**src/rtl/run_tick_gen_pkg.sv**
```systemverilog
// ============================================================================
// run_tick_gen_pkg
// Shared FSM state type and width helpers for the run/step tick generator.
// Revision: 1.0
// ============================================================================
`default_nettype none

package run_tick_gen_pkg;

    typedef enum logic [0:0] {
        ST_STOPPED = 1'b0,
        ST_RUN     = 1'b1
    } run_state_t;

    // Ceiling log2; clog2(1) = 0.
    function automatic int clog2(input int value);
        int result;
        int rem;
        result = 0;
        rem    = value - 1;
        while (rem > 0) begin
            result = result + 1;
            rem    = rem >> 1;
        end
        return result;
    endfunction

    // Counter width able to hold 0..value-1, never narrower than one bit.
    function automatic int width_of(input int value);
        return (clog2(value) > 1) ? clog2(value) : 1;
    endfunction

endpackage

`default_nettype wire

```
**src/rtl/run_tick_gen_if.sv**
```systemverilog
// ============================================================================
// run_tick_gen_if
// Raw key inputs and tick/running outputs of the run/step tick generator.
// Revision: 1.0
// ============================================================================
`default_nettype none

interface run_tick_gen_if;
    logic key_run_n;
    logic key_step_n;
    logic tick;
    logic running;

    modport master (
        output key_run_n,
        output key_step_n,
        input  tick,
        input  running
    );

    modport slave (
        input  key_run_n,
        input  key_step_n,
        output tick,
        output running
    );
endinterface

`default_nettype wire

```
**src/rtl/run_tick_gen_key_debouncer.sv**
```systemverilog
// ============================================================================
// key_debouncer
// 2-FF synchroniser, optional stability filter (RUN_TICK_GEN_DEBOUNCE_EN)
// and one-cycle press pulse on the accepted level falling.
// Revision: 1.0
// ============================================================================
`default_nettype none

module key_debouncer
    import run_tick_gen_pkg::*;
#(
    parameter int DEBOUNCE = 1_000_000
) (
    input  logic clk,
    input  logic aclr,
    input  logic key_n,
    output logic press
);

    logic r_sync_meta;
    logic r_sync;

    always_ff @(posedge clk or negedge aclr) begin
        if (!aclr) begin
            r_sync_meta <= 1'b1;
            r_sync      <= 1'b1;
        end else begin
            r_sync_meta <= key_n;
            r_sync      <= r_sync_meta;
        end
    end

`ifdef RUN_TICK_GEN_DEBOUNCE_EN
    localparam int                 c_cnt_w = width_of(DEBOUNCE);
    localparam logic [c_cnt_w-1:0] c_last  = c_cnt_w'(DEBOUNCE - 1);

    logic [c_cnt_w-1:0] r_stable_cnt;
    logic               r_level;
    logic               r_press;

    // Counts consecutive samples that disagree with the accepted level.
    always_ff @(posedge clk or negedge aclr) begin
        if (!aclr) begin
            r_stable_cnt <= '0;
            r_level      <= 1'b1;
            r_press      <= 1'b0;
        end else begin
            r_press <= 1'b0;
            if (r_sync == r_level) begin
                r_stable_cnt <= '0;
            end else if (r_stable_cnt == c_last) begin
                r_stable_cnt <= '0;
                r_level      <= r_sync;
                r_press      <= r_level;
            end else begin
                r_stable_cnt <= r_stable_cnt + 1'b1;
            end
        end
    end

    assign press = r_press;
`else
    logic r_sync_d;

    always_ff @(posedge clk or negedge aclr) begin
        if (!aclr) begin
            r_sync_d <= 1'b1;
        end else begin
            r_sync_d <= r_sync;
        end
    end

    // DEBOUNCE below 1 is illegal; such a key is left inert.
    if (DEBOUNCE >= 1) begin : g_press
        assign press = r_sync_d & ~r_sync;
    end else begin : g_press_off
        assign press = 1'b0;
    end
`endif

endmodule

`default_nettype wire

```
**src/rtl/run_tick_gen.sv**
```systemverilog
// ============================================================================
// run_tick_gen
// Run/stop and single-step key front end producing a one-cycle counter tick.
// Optional key filter: RUN_TICK_GEN_DEBOUNCE_EN.   Revision: 1.0
// ============================================================================
`default_nettype none

module run_tick_gen
    import run_tick_gen_pkg::*;
#(
    parameter int DIV      = 50_000_000,
    parameter int DEBOUNCE = 1_000_000
) (
    input  logic                 clk,
    input  logic                 aclr,
    run_tick_gen_if.slave        bus
);

    localparam int                 c_cnt_w = width_of(DIV);
    localparam logic [c_cnt_w-1:0] c_term  = c_cnt_w'(DIV - 1);

    logic w_run_press;
    logic w_step_press;

    key_debouncer #(.DEBOUNCE(DEBOUNCE)) u_run_key (
        .clk   (clk),
        .aclr  (aclr),
        .key_n (bus.key_run_n),
        .press (w_run_press)
    );

    key_debouncer #(.DEBOUNCE(DEBOUNCE)) u_step_key (
        .clk   (clk),
        .aclr  (aclr),
        .key_n (bus.key_step_n),
        .press (w_step_press)
    );

    run_state_t         r_state;
    run_state_t         w_state_next;
    logic [c_cnt_w-1:0] r_cnt;
    logic [c_cnt_w-1:0] w_cnt_next;
    logic               r_tick;
    logic               w_tick_next;
    logic               r_running;
    logic               w_terminal;

    assign w_terminal = (r_cnt == c_term);

    always_comb begin
        w_state_next = r_state;
        w_cnt_next   = '0;
        w_tick_next  = 1'b0;
        case (r_state)
            ST_STOPPED: begin
                // A simultaneous step press is dropped when run wins.
                if (w_run_press) begin
                    w_state_next = ST_RUN;
                end else begin
                    w_tick_next = w_step_press;
                end
            end
            ST_RUN: begin
                w_tick_next = w_terminal;
                w_cnt_next  = w_terminal ? '0 : r_cnt + 1'b1;
                if (w_run_press) begin
                    w_state_next = ST_STOPPED;
                    w_cnt_next   = '0;
                end
            end
            default: begin
                w_state_next = ST_STOPPED;
            end
        endcase
    end

    always_ff @(posedge clk or negedge aclr) begin
        if (!aclr) begin
            r_state   <= ST_STOPPED;
            r_cnt     <= '0;
            r_tick    <= 1'b0;
            r_running <= 1'b0;
        end else begin
            r_state   <= w_state_next;
            r_cnt     <= w_cnt_next;
            r_tick    <= w_tick_next;
            r_running <= (w_state_next == ST_RUN);
        end
    end

    assign bus.tick    = r_tick;
    assign bus.running = r_running;

endmodule

`default_nettype wire
```
**src/flat_wrapper.sv**
```systemverilog
// flat-port wrapper written by rule: the top's interface ports become plain ports
module run_tick_gen_flat import run_tick_gen_pkg::*;
#(
    parameter int DIV      = 50_000_000,
    parameter int DEBOUNCE = 1_000_000
)
  (clk, aclr, bus_key_run_n, bus_key_step_n, bus_tick, bus_running);
  run_tick_gen_if bus_i ();
  input  logic clk;
  input  logic aclr;
  input wire logic [$bits(bus_i.key_run_n)-1:0] bus_key_run_n;
  input wire logic [$bits(bus_i.key_step_n)-1:0] bus_key_step_n;
  output wire logic [$bits(bus_i.tick)-1:0] bus_tick;
  output wire logic [$bits(bus_i.running)-1:0] bus_running;
  assign bus_i.key_run_n = bus_key_run_n;
  assign bus_i.key_step_n = bus_key_step_n;
  assign bus_tick = bus_i.tick;
  assign bus_running = bus_i.running;
  run_tick_gen #(.DIV(DIV), .DEBOUNCE(DEBOUNCE)) u_core (.clk(clk), .aclr(aclr), .bus(bus_i));
endmodule
```
**config.mk**
```make
export PLATFORM = sky130hd
export DESIGN_NAME = run_tick_gen_flat
export DESIGN_NICKNAME = d
export VERILOG_FILES = /design/src/rtl/run_tick_gen_pkg.sv /design/src/rtl/run_tick_gen_if.sv /design/src/rtl/run_tick_gen_key_debouncer.sv /design/src/rtl/run_tick_gen.sv /design/src/flat_wrapper.sv
export SDC_FILE = /design/constraint.sdc
export NUM_CORES = 1
export LEC_CHECK = 0
export CAP_MARGIN = 15
export CORE_ASPECT_RATIO = 0.7
export CORE_UTILIZATION = 50
export DETAILED_ROUTE_END_ITERATION = 8
export PLACE_DENSITY = 0.82
export SLEW_MARGIN = 20
export SYNTH_ARGS = -nofsm -noshare
export SYNTH_HDL_FRONTEND = slang
export SYNTH_SLANG_ARGS = --single-unit
```
**constraint.sdc**
```tcl
create_clock -name clk -period 2 [get_ports clk]
set_clock_uncertainty 0.1 [all_clocks]
set_input_delay 0.6 -clock clk [delete_from_list [all_inputs] [get_ports clk]]
set_output_delay 0.6 -clock clk [all_outputs]
set_load 0.02 [all_outputs]
```
==> summary.md <==
| Metric | Value |
|---|---|
| Tot GR Track Use | 0.236 |
| Die Y-Extent | between 40 and 50 um |
| Placed Cells | a little over 200 |
| Avg WL per Cell | 17.3 um |
| Final WL | 3.70 mm |
| Largest net degree at the start of global routing | 35 |
| Share of the yosys chip area belonging to registers | 0.525 |
| Sinks on the clock net | 34 |
| Die W | ~70 um |
| Status | complete, no violations |
| Clock Latency Late Sink | 0.30 ns |
| Hold Path Sink | u_core.u_run_key.r_sync$_DFF_PN1_ |
| Post-synth top area share | 0.429 |
| Core area | between 2000 and 3000 um2 |
| Post-Syn Area | around 1600 um2 |
| Finished Layout Cells | 214 |
| Synth area leaders | dfrtp_1, dfstp_2, a21oi_1, nand3_1, xnor2_1 |
| Fmax achieved | 518 MHz |
| Starting density of the core | 0.555 |
| CP Capture Type | flop |
| Startpoint class of the critical path | flop |
| Asr flop ratio synth | 1.00 |
| Commonest cells after routing, fill and taps aside | dfrtp_1, nor2_1, a21oi_1, buf_4, nand3_1 |
| Cts hold-fix bufs | 0 |
| Synth area leader | dfrtp_1 |
| Crit Reg-Reg Endpoint | u_core.r_cnt[23]$_DFF_PN0_ |
| Worst relative slew slack | 0.728 |
| FF-to-FF setup slack | ~0.071 ns |
| PwrDens | about 860 nW/um2 |
| First drt pass iteration count | 4 |
| CTS tree | yes |
| R2R Path Start | u_core.r_cnt[10]$_DFF_PN0_ |
| Primary FF master, synth | dfrtp_1 |
| CP max FO | 6 |
| # setup viols final | 0 |
| Hold Crit Class | flop to flop |
| Core Rows | 16 |
| Area growth, synth to finish | 19.4% |
| Max-capacitance violation count | 0 |
| DRC errors left | 0 |
| Share of layout cells above drive strength 1 | 0.225 |
| Clk buf depth | 2 |
| DR iter-0 viols | about 130 |
| # diodes | 0 |
| Count of cell types in the netlist | 36 |
| Syn Inst Count | approximately 160 |
| Final worst-path cycle share | 0.965 |
| Worst path required time | around 2.1 ns |
| Syn Nets | 160 |
| Final hold vios | 0 |
| Max-slew violation count | 0 |
| Post-synth EDFFs | 0 |
| Crit path DAT | slightly above 2 ns |
| Layout net count | approximately 180 |
| Routability congestion estimate from global placement | 0.879 |
| Clock slew at reported path FFs | 0.08 ns |
| Top Ports | 6 |
| Fin Hold WS | 0.264 ns |
| Flops & latches, synth | 34 |
| Setup CP Type | flop to flop |
| Htree depth | 2 |
| Leak | a little under 0.8 nW |
| DR vias | 1329 |
| Post-layout min period | about 1.9 ns |
| Final ANT Viol Nets | 0 |
| Port bufs | 5 |
| Max IR drop VDD | between 500 and 600 uV |
| Die area | roughly 3500 um2 |
| Total design power | 1.68 mW |
| Vias in the first global route | 1309 |
| Total gr overflow | 0 |
| YS warnings | 0 |
| Hold Crit Start | u_core.u_run_key.r_sync_meta$_DFF_PN1_ |
| Commonest non-fill, non-tap cell in the layout | dfrtp_1 |
| Worst slew pin tran | 0.407 ns |
| Vias/cell | between 6 and 7 |
| First-pass GRT wire length | about 6 mm |
| Root buf cell | clkbuf_8 |
| Hpwl dp | between 2 and 3 mm |
| Hold path depth | 0 |
| R2R cell count | 4 |
| CTS Buf Count | 5 |
| Post-Syn Area per Cell | 10.5 um2 |
| Antenna violations before repair | 0 |
critical path: stages (launching register included):
cell     delay [ns]
dfrtp_1        0.43
nand4_2        0.13
or4_4          0.57
or4_4          0.50
a21oi_2        0.14
cells by family (layout without fill, tap and decap cells):
group | Yosys count | count (layout) | synth area share
AO/OA/AOI/OAI | 30 | 30 | 0.109
XOR/XNOR | 11 | 11 | 0.0590
adder cells (fa/ha/maj) | 1 | 1 | 0.00766
buffers and inverters | 8 | 31 | 0.0283
flip-flops | 34 | 34 | 0.525
AND/OR/NAND/NOR | 71 | 71 | 0.270
state kept, by name (all words and copies together) (netlist names):
register and count:
u_core.r_cnt 26, u_core.r_state 1, u_core.u_run_key.r_sync_meta 1, u_core.u_run_key.r_sync_d 1, u_core.u_step_key.r_sync 1, u_core.u_step_key.r_sync_d 1, u_core.u_step_key.r_sync_meta 1, u_core.bus.tick 1
u_core.u_run_key.r_sync 1
synthesized netlist by cell type (2+ instances only):
| cell | n |
|---|---|
| dfrtp_1 | 28 |
| a21oi_1 | 13 |
| nor2_1 | 13 |
| nand3_1 | 11 |
| nand2_1 | 8 |
| o21ai_0 | 8 |
| dfstp_2 | 6 |
| o31ai_1 | 6 |
| or3_1 | 6 |
| xnor2_1 | 6 |
| nand4_1 | 5 |
| xor2_1 | 5 |
| and3_1 | 4 |
| and4_1 | 4 |
| or4_1 | 4 |
| inv_1 | 3 |
| buf_4 | 2 |
| nand4_2 | 2 |
| nor3_1 | 2 |
| nor4b_1 | 2 |
| or4_4 | 2 |
per-layer routing:
metal,GRT usage,up-vias,share of wire
li1,-,619,-
met1,0.313,652,0.43
met2,0.363,49,0.48
met3,0.0613,9,0.077
met4,0.113,0,0.016
met5,0,-,0
final cells by class:
| cell class | instances | area, um2 |
|---|---|---|
| clock buffer | 5 | 68.8 |
| sequential | 34 | 860 |
| inverter | 3 | 11.3 |
| multi-input combinational | 113 | 753 |
| timing repair buffer | 20 | 169 |
| tap | 36 | 45.0 |
| clock inverter | 3 | 45.0 |
| fill | 221 | 991 |
repair_timing:
| action | 4_1_cts | 5_1_grt |
|---|---|---|
| setup endpoints to repair | 1 | 23 |
| setup buffers | 0 | 2 |
| pin swaps | 0 | 2 |
| resized for setup | 1 | 6 |
how the worst max path moves through the flow:
stage                                     startpoint                          to  slack (ns)  cells past startpoint
after floorplan            u_core.r_cnt[9]$_DFF_PN0_  u_core.r_cnt[23]$_DFF_PN0_        0.11                      4
after global placement    u_core.r_cnt[16]$_DFF_PN0_  u_core.r_cnt[23]$_DFF_PN0_        0.13                      4
after detailed placement  u_core.r_cnt[16]$_DFF_PN0_  u_core.r_cnt[23]$_DFF_PN0_        0.07                      4
after CTS                 u_core.r_cnt[16]$_DFF_PN0_  u_core.r_cnt[23]$_DFF_PN0_        0.05                      4
after global routing       u_core.r_cnt[3]$_DFF_PN0_  u_core.r_cnt[24]$_DFF_PN0_       -0.01                      5
final                     u_core.r_cnt[10]$_DFF_PN0_  u_core.r_cnt[23]$_DFF_PN0_        0.07                      4
power by group:
| group | total, mW | internal, mW | leakage (nW) | switching [mW] |
|---|---|---|---|---|
| clock | 0.638 | 0.370 | 0.0504 | 0.268 |
| sequential | 0.778 | 0.734 | 0.448 | 0.0441 |
| combinational | 0.260 | 0.103 | 0.285 | 0.157 |
metrics by stage:
stage | TNS, ns | util | worst slack, ns | area (um2)
global route | -0.0291 | 0.663 | -0.0141 | 1950
detailed placement | 0 | 0.609 | 0.0717 | 1790
global placement | 0 | 0.609 | 0.128 | 1790
floorplan | 0 | - | 0.105 | 1630
CTS | 0 | 0.647 | 0.0530 | 1900
finish | 0 | 0.663 | 0.0706 | 1950
No activity file was read; power rests on OpenSTA's default activity.
